File: src/rtl/window_spill_fill_pkg.sv
// Shared window-control types: FSM states and register-file window commands.
// Also used by the register file's user to decode win_add_sub.
package window_spill_fill_pkg;

    typedef enum logic [2:0] {
        IDLE,
        SPILL_RD,
        SPILL_WR,
        FILL_RD,
        FILL_WR,
        ADVANCE,
        RETREAT
    } state_t;

    localparam logic [1:0]  WIN_ADD       = 2'b10;
    localparam logic [1:0]  WIN_SUB       = 2'b01;
    localparam logic [1:0]  WIN_HOLD      = 2'b00;

    localparam logic [11:0] SPILL_CNT_MAX = 12'hFFF;
    localparam logic [15:0] WIN_WORDS     = 16'd4;

endpackage

File: src/rtl/window_spill_fill_reg.sv
// Generic enabled register with asynchronous active-low reset to RESET_VAL.
// Latency: q updates one cycle after en. Backpressure: none (plain storage).
// Backpressure: not applicable.
module window_spill_fill_reg #(
    parameter int              WIDTH     = 16,
    parameter logic [WIDTH-1:0] RESET_VAL = '0
) (
    input  logic             clock,
    input  logic             reset_L,
    input  logic             en,
    input  logic [WIDTH-1:0] d,
    output logic [WIDTH-1:0] q
);

    always_ff @(posedge clock or negedge reset_L) begin
        if (!reset_L) begin
            q <= RESET_VAL;
        end else if (en) begin
            q <= d;
        end
    end

endmodule

File: src/rtl/window_spill_fill.sv
// Register-window controller: advances/retreats windows, spilling/filling 4 words to memory.
// Latency: 1 cycle plain, 4*(2+W)+1 cycles with spill/fill (W = mem_ack wait per word).
// Backpressure: requests are sampled only in IDLE and dropped while busy; memory stalls on mem_ack.
module window_spill_fill
    import window_spill_fill_pkg::*;
#(
    parameter logic [15:0] SPILL_BASE = 16'hF000,
    parameter int unsigned MAX_RES    = 7
) (
    input  logic        clock,
    input  logic        reset_L,
    input  logic        save_req,
    input  logic        restore_req,
    output logic        busy,
    output logic        ack,
    output logic        underflow,
    output logic [1:0]  win_add_sub,
    output logic [4:0]  rf_sel,
    input  logic [15:0] rf_rdata,
    output logic [15:0] rf_wdata,
    output logic        rf_we_L,
    output logic        mem_req,
    output logic        mem_we,
    output logic [15:0] mem_addr,
    output logic [15:0] mem_wdata,
    input  logic [15:0] mem_rdata,
    input  logic        mem_ack
);

    localparam logic [2:0] RES_MAX = 3'(MAX_RES);

    state_t      state, nxt_state;
    logic [4:0]  cur_idx, old_idx;
    logic [2:0]  res_cnt;
    logic [11:0] spill_cnt;
    logic [1:0]  k;
    logic        xfer;
    logic [15:0] spill_ptr, ptr_d;
    logic        ptr_en;
    logic        underflow_set;
    logic [15:0] k_ext, k_dn_ext;

    assign k_ext    = {14'd0, k};
    assign k_dn_ext = {14'd0, k - 2'd1};

    always_ff @(posedge clock or negedge reset_L) begin
        if (!reset_L) begin
            state <= IDLE;
        end else begin
            state <= nxt_state;
        end
    end

    always_comb begin
        nxt_state   = state;
        busy        = 1'b1;
        ack         = 1'b0;
        win_add_sub = WIN_HOLD;
        mem_req     = 1'b0;
        rf_sel      = 5'd0;
        rf_we_L     = 1'b1;
        case (state)
            IDLE: begin
                busy = 1'b0;
                // Saturated spill area: the save still completes, nothing is written out.
                if (save_req) begin
                    if (res_cnt < RES_MAX || spill_cnt == SPILL_CNT_MAX) begin
                        nxt_state = ADVANCE;
                    end else begin
                        nxt_state = SPILL_RD;
                    end
                end else if (restore_req) begin
                    if (res_cnt > 3'd1) begin
                        nxt_state = RETREAT;
                    end else if (spill_cnt != 12'd0) begin
                        nxt_state = FILL_RD;
                    end
                end
            end
            SPILL_RD: begin
                rf_sel    = old_idx + {3'd0, k};
                nxt_state = SPILL_WR;
            end
            SPILL_WR: begin
                mem_req = 1'b1;
                if (mem_ack) begin
                    nxt_state = (k == 2'd3) ? ADVANCE : SPILL_RD;
                end
            end
            FILL_RD: begin
                mem_req = 1'b1;
                if (mem_ack) begin
                    nxt_state = FILL_WR;
                end
            end
            FILL_WR: begin
                rf_sel    = cur_idx - 5'd4 + {3'd0, k};
                rf_we_L   = 1'b0;
                nxt_state = (k == 2'd0) ? RETREAT : FILL_RD;
            end
            ADVANCE: begin
                win_add_sub = WIN_ADD;
                ack         = 1'b1;
                nxt_state   = IDLE;
            end
            RETREAT: begin
                win_add_sub = WIN_SUB;
                ack         = 1'b1;
                nxt_state   = IDLE;
            end
            default: nxt_state = IDLE;
        endcase
    end

    assign underflow_set = (state == IDLE) && !save_req && restore_req &&
                           (res_cnt == 3'd1) && (spill_cnt == 12'd0);

    assign ptr_en = xfer && (state == ADVANCE || state == RETREAT);
    assign ptr_d  = (state == ADVANCE) ? spill_ptr + WIN_WORDS : spill_ptr - WIN_WORDS;

    window_spill_fill_reg #(
        .WIDTH     (16),
        .RESET_VAL (SPILL_BASE)
    ) u_spill_ptr (
        .clock   (clock),
        .reset_L (reset_L),
        .en      (ptr_en),
        .d       (ptr_d),
        .q       (spill_ptr)
    );

    always_ff @(posedge clock or negedge reset_L) begin
        if (!reset_L) begin
            cur_idx   <= 5'd0;
            old_idx   <= 5'd0;
            res_cnt   <= 3'd1;
            spill_cnt <= 12'd0;
            k         <= 2'd0;
            xfer      <= 1'b0;
            underflow <= 1'b0;
            mem_we    <= 1'b0;
            mem_addr  <= 16'd0;
            mem_wdata <= 16'd0;
            rf_wdata  <= 16'd0;
        end else begin
            underflow <= underflow_set;
            case (state)
                IDLE: begin
                    if (nxt_state == SPILL_RD) begin
                        k    <= 2'd0;
                        xfer <= 1'b1;
                    end
                    // Fill walks the top window downward, starting at its last word.
                    if (nxt_state == FILL_RD) begin
                        k        <= 2'd3;
                        xfer     <= 1'b1;
                        mem_we   <= 1'b0;
                        mem_addr <= spill_ptr - WIN_WORDS + 16'd3;
                    end
                end
                SPILL_RD: begin
                    mem_wdata <= rf_rdata;
                    mem_addr  <= spill_ptr + k_ext;
                    mem_we    <= 1'b1;
                end
                SPILL_WR: begin
                    if (nxt_state == SPILL_RD) begin
                        k <= k + 2'd1;
                    end
                end
                FILL_RD: begin
                    if (mem_ack) begin
                        rf_wdata <= mem_rdata;
                    end
                end
                FILL_WR: begin
                    if (nxt_state == FILL_RD) begin
                        k        <= k - 2'd1;
                        mem_addr <= spill_ptr - WIN_WORDS + k_dn_ext;
                    end
                end
                ADVANCE: begin
                    cur_idx <= cur_idx + 5'd4;
                    xfer    <= 1'b0;
                    if (xfer) begin
                        old_idx   <= old_idx + 5'd4;
                        spill_cnt <= spill_cnt + 12'd1;
                    end else if (res_cnt < RES_MAX) begin
                        res_cnt <= res_cnt + 3'd1;
                    end
                end
                RETREAT: begin
                    cur_idx <= cur_idx - 5'd4;
                    xfer    <= 1'b0;
                    if (xfer) begin
                        old_idx   <= cur_idx - 5'd4;
                        spill_cnt <= spill_cnt - 12'd1;
                    end else begin
                        res_cnt <= res_cnt - 3'd1;
                    end
                end
                default: ;
            endcase
        end
    end

endmodule

File: config.mk
export PLATFORM = sky130hd
export DESIGN_NAME = window_spill_fill
export DESIGN_NICKNAME = d
export VERILOG_FILES = /design/src/rtl/window_spill_fill_pkg.sv /design/src/rtl/window_spill_fill_reg.sv /design/src/rtl/window_spill_fill.sv
export SDC_FILE = /design/constraint.sdc
export NUM_CORES = 1
export LEC_CHECK = 0
export BUFFER_PORTS_ARGS = -buffer_cell sky130_fd_sc_hd__buf_4
export CORE_UTILIZATION = 50
export DETAILED_ROUTE_END_ITERATION = 12
export PLACE_DENSITY_LB_ADDON = 0.1
export SLEW_MARGIN = 30
export SYNTH_ARGS = -nofsm -noshare
export SYNTH_HDL_FRONTEND = slang
export SYNTH_SLANG_ARGS = --single-unit
File: constraint.sdc
create_clock -name clock -period 3.45 [get_ports clock]
set_clock_uncertainty 0.15 [all_clocks]
set_input_delay 0.345 -clock clock [delete_from_list [all_inputs] [get_ports clock]]
set_output_delay 0.345 -clock clock [all_outputs]
set_load 0.02 [all_outputs]
* Yosys cells after proc, flatten, opt, wreduce, memory -nomap -nowiden
Index checks and enable logic that the tools add are counted.
Cells by class: reduce and logical (&&, ||, !) cells 26, $lt $le $gt $ge 2, $add $sub $neg 16, multiplexer cells 41, equal/unequal tests 20
Operators by type and width (number):
- $mux 16 | 3
- $pmux 16 s3 | 1
- $mux 3 | 12
- $add 16x2->16 | 2
- $pmux 5 s2 | 3
- $mux 12 | 2
- $pmux 12 s2 | 1
- $add 16x2->16 const B | 1
- $add 16x3->16 const B | 1
- $sub 16x3->16 const B | 1
- $pmux 3 s5 | 1
- $ne 2x2->1 const B | 7
- $add 12x1->12 const B | 1
- $eq 12x12->1 const B | 1
- $logic_not 12->1 | 1
- $reduce_bool 12->1 | 1
- $sub 12x1->12 const B | 1
- $add 5x2->5 | 2
- $add 5x3->5 const B | 2
- $mux 5 | 2
- $eq 3x1->1 const B | 3
- $eq 3x2->1 const B | 3
- $eq 3x3->1 const B | 3
- $mux 2 | 4
- 26 further kinds | 46
Storage, ports and cells: output and inout port bits 61, register bits 97, input port bits 37

* Longest topological paths before layout
word-level depth 10, depth in mapped cells 12

* Modules after synthesis
A second synthesis with hierarchy kept.
Second synthesis, totals: cell total of the unflattened synthesis 647, area total of the unflattened synthesis 6039.5 um2
By module, submodules not included:
- window_spill_fill | sequential area each 1928.1 um2, instances 1, cells an instance 613, area an instance 5385.2 um2
- window_spill_fill_reg | sequential area each 405.4 um2, instances 1, cells an instance 34, area an instance 654.4 um2

* Least setup slack after synthesis
No wires, ideal clock.
path kind reg2reg, start reg state[2], end reg spill_cnt[11], setup time 0.123 ns, arrival 3.003 ns, period minus slack after synthesis 3.276 ns, path slack 0.174 ns, buffers on the path 1, cell stages (with the launch flop) 12, cells stage by stage dfrtp_1 clkbuf_1 nand3_1 inv_1 ha_1 a211oi_1 o21ai_0 a2111oi_0 o31ai_1 xnor2_1 nand2_1 xnor2_1
Between the ends: cells in the longest elaborated chain, start to end 3, elaborated cells on any way between the ends 7
RTL lines:
- start: declaration | line window_spill_fill.sv:32 | state_t state, nxt_state;
- start signal: assignment | line window_spill_fill.sv:50 | state <= nxt_state;
- $eq 3x3->1 | line window_spill_fill.sv:147 | case (state)
- $ne 2x2->1 (no source line) or $reduce_bool 2->1 (tied branches)
- $reduce_and 3->1 (no source line)
- end signal: assignment | line window_spill_fill.sv:187 | spill_cnt <= spill_cnt + 12'd1;
- end signal: assignment | line window_spill_fill.sv:197 | spill_cnt <= spill_cnt - 12'd1;
- end: declaration | line window_spill_fill.sv:35 | logic [11:0] spill_cnt;
Several ways; a longest one is shown, not always the timed one. A chain may end at the register's enable or synchronous reset.

* Worst setup path after layout
start reg state[0], end reg spill_cnt[11]
Same word-level chain as after synthesis.

==> results list <==
* Status: complete, no violations
* Critical path class: reg2reg
- TritonCTS sink count: 91
- Max-Cap Viols: 0
- The worst path in the final design needs a cycle of 3.10 ns, including I/O delays and setup.
- The die covers 10400 um2.
- The number of antenna diodes in the final layout is 0.
- Traced cell by cell, the critical path runs through inv_1, nand3_1, inv_1, ha_1, a211oi_1, o21ai_0, a2111oi_1, o31ai_1, xnor2_1, nand2_1, xnor2_1.
* Switching power: 0.00260 W
- The synthesized design contains 0 enable-type register cells.
* Vias in the first global route: 3932
* WP data required: 3.54 ns
- STA classifies the critical path startpoint as a flop.
- Width of the die: 102 um
- Post-route worst hold slack: 0.0180 ns
- Setup tns final: 0 ns
- Peak per-stage delay on the critical path: 0.54 ns
- The net count of the finished layout is 681.
- A synthesized cell averages 9.47 um2.
* Vias per std cell: 5.55
* Maximum frequency from static timing analysis: 323 MHz
- In the global route stage, overall resource usage came out at 0.229.
- The max-slew violation count was 0.
- Initial detailed-routing violation count: 224
- Net count after synthesis: 588
- Number of levels the H-tree was split into: 3
- Max transition margin: 0.458
- Share of final-layout standard cells stronger than drive strength 1: 0.258
- Number of search-and-repair iterations in the first detailed-routing pass: 5
- Gate count after technology mapping: 530
* Combinational share of power: 0.529
- The worst hold path belongs to the class in2reg.
- Port buffering added 97 buffers.
* Final worst path period share: 0.898
* Global route total overflow: 0
* Data arrival time of the critical path: 3.19 ns
* Netlist area before placement: 5020 um2
* Layout Utilization: 0.627
- Yosys warning count: 0
* Buffer levels on the longest clock path: 2
* Number of distinct library cells after synthesis: 65
- In the routed design, unresolved DRC markers number 0.
* Unrepaired setup endpoints after global routing: false
- Highest net fanout along the worst path: 10
- Cell internal power was estimated by the tool at 0.00328 W.
* Area of the placeable core: 9730 um2
* Final estimated routing congestion in global placement: 0.876
* Total Wirelength: 11.6 mm
- Avg WL per Cell: 15.3 um
* Part of the power in registers: 0.348
- Maximum number of pins on one net before global-route repair: 50
- The worst setup path is captured at a flop.
- The first global-routing pass estimated 18.6 mm of wire.
- Number of setup violations in the final report: 0
* Top-level I/O count: 98
- After legalization and detailed placement, the total HPWL measured 8.35 mm.
- For this run, the register share of the synthesized area comes to 0.455.
- Clock transition time at the flip-flop clock pins of the worst setup and hold paths: 0.09 ns
- The worst-case IR drop observed on VDD is 0.476 mV.
* Least-Margin Pin Slew: 0.811 ns
* Antenna violations before repair: 0
- The slowest stage of the critical path is the sky130_fd_sc_hd__a2111oi_1 cell.
- Ys flop type: sky130_fd_sc_hd__dfrtp_1
- Worst-Skew Late Latency: 0.36 ns
- Power per Cell Area: 963 nW/um2
- Initial core utilization: 0.516
* Overall via count from detail_route: 4221
- Total of flip-flops plus latches after synthesis: 91
- In the synthesized netlist the async set-or-reset flop fraction comes to 1.00.
- Hold violation count in the final report: 0
- Clock tree from TritonCTS: done
- Die height: 102 um
- Clk network pwr share: 0.123
- Row generation in the floorplan step produced 36 rows.
- Area grow syn2layout: 21.6%
* Count of nets left with antenna violations after detail routing: 0
* Clock buffers created by TritonCTS: 9
* Sw frac: 0.442
* Static leakage power: 2.83 nW
- Clock root buffer master: sky130_fd_sc_hd__clkbuf_8
==> synth_stat cells, drive strengths merged (4+ instances only) <==
library cell | number | area share
inv | 24 | 0.018
nor3 | 18 | 0.020
mux2 | 16 | 0.036
nand3 | 18 | 0.018
dfrtp | 86 | 0.43
o21ai | 34 | 0.034
o31ai | 4 | 0.0060
clkbuf | 17 | 0.013
nand4 | 12 | 0.015
nor4 | 6 | 0.0087
a211oi | 9 | 0.014
xnor2 | 18 | 0.031
a22oi | 5 | 0.0075
o21a | 7 | 0.010
dfstp | 5 | 0.026
ha | 20 | 0.050
xor2 | 10 | 0.017
nand2 | 85 | 0.064
mux2i | 9 | 0.018
nor2 | 34 | 0.029
a21oi | 23 | 0.024
buf | 11 | 0.012
or3 | 9 | 0.013
==> through the flow <==
stage | total power (W) | cell area [um2] | setup slack [ns] | instances
final | 0.00588 | 6100 | 0.351 | 761
after global routing | 0.00635 | 6100 | 0.0513 | 761
after CTS | 0.00592 | 6100 | 0.255 | 761
after detailed placement | 0.00518 | 5890 | 0.265 | 744
after global placement | 0.00509 | 5890 | 0.419 | 744
after floorplan | 0.00411 | 5020 | 0.174 | 530
==> registers in the layout, summed over array words and instances, names as in the netlist <==
register / flops
u_spill_ptr.q: 14
xfer: 1
cur_idx: 3
old_idx: 3
state: 3
mem_wdata: 16
k: 2
underflow: 1
mem_addr: 16
res_cnt: 3
rf_wdata: 16
spill_cnt: 12
mem_we: 1
==> power groups by stage <==
stage	logic, W	clock network, W	registers [W]
after global routing	0.00344	0.000784	0.00212
after global placement	0.00306	0	0.00204
after CTS	0.00313	0.000744	0.00204
final	0.00311	0.000722	0.00205
after floorplan	0.00185	0	0.00225
after detailed placement	0.00313	0	0.00206
==> metal layers <==
metal / wire [um] / up-vias / GRT usage / share of wire
li1: - / 2066 / - / -
met1: 5180 / 2025 / 0.300 / 0.44
met2: 5790 / 115 / 0.388 / 0.50
met3: 533 / 15 / 0.0363 / 0.046
met4: 138 / 0 / 0.0703 / 0.012
met5: 0 / - / 0 / 0
==> repair_timing <==
item	in CTS	in global routing
setup endpoints to repair	0	1
gates resized for setup	0	1
hold buffers	1	0
endpoints found under the hold margin	42	0
buffers inserted	0	0
==> cell type report <==
cell class                      instances  area (um2)
Fill cell                             861        3630
Inverter                               24        90.1
Clock inverter                          5        62.6
Multi-Input combinational cell        387        2520
Clock buffer                           11         131
Sequential cell                        91        2280
Timing Repair Buffer                  110         841
Tap cell                              133         166
==> final timing paths <==
check / startpoint / end / slack (ns) / cells past startpoint
setup / recovery: state[0] / spill_cnt[11] / 0.35 / 11
hold / removal: rf_rdata[12] / mem_wdata[12] / 0.02 / 3
setup reg to reg: state[0] / spill_cnt[11] / 0.35 / 11
hold reg to reg: mem_wdata[5] / mem_wdata[5] / 0.33 / 2
max in group asynchronous: reset_L / res_cnt[0] / 2.05 / 3
min in group asynchronous: reset_L / mem_addr[12] / 0.37 / 2
==> critical path, delay by kind of cell, from the launching register on <==
kind	cells	cell delay (ns)
AND/OR/NAND/NOR	2	0.19
adder cells (fa/ha/maj)	1	0.30
AO/OA/AOI/OAI	4	1.17
buffers and inverters	2	0.39
XOR/XNOR	2	0.30
flip-flops	1	0.48
==> cells by family (layout without fill, tap and decap cells) <==
group                      after synthesis  count (layout)  share of synthesized area
adders and majority gates               21              21                     0.0539
xor gates and xnor gates                28              28                     0.0489
AOI/OAI and AO/OA                      115             115                      0.154
DFF                                     91              91                      0.455
and+or+nand+nor                        198             198                      0.192
muxes                                   25              25                     0.0539
buffers and inverters                   52             150                     0.0426
==> placed cells by master, fill, tap and decap left out, types with 10 or more instances in the layout <==
cell                      netlist  layout
sky130_fd_sc_hd__buf_4          1     108
sky130_fd_sc_hd__dfrtp_1       86      86
sky130_fd_sc_hd__nand2_1       85      85
sky130_fd_sc_hd__o21ai_0       34      34
sky130_fd_sc_hd__nor2_1        31      30
sky130_fd_sc_hd__inv_1         24      24
sky130_fd_sc_hd__a21oi_1       22      22
sky130_fd_sc_hd__ha_1          20      20
sky130_fd_sc_hd__nand3_1       18      18
sky130_fd_sc_hd__xnor2_1       18      18
sky130_fd_sc_hd__nor3_1        17      17
sky130_fd_sc_hd__mux2_2        16      16
sky130_fd_sc_hd__nand4_1       12      12
sky130_fd_sc_hd__xor2_1        10      10
No activity file was read; power rests on OpenSTA's default activity.
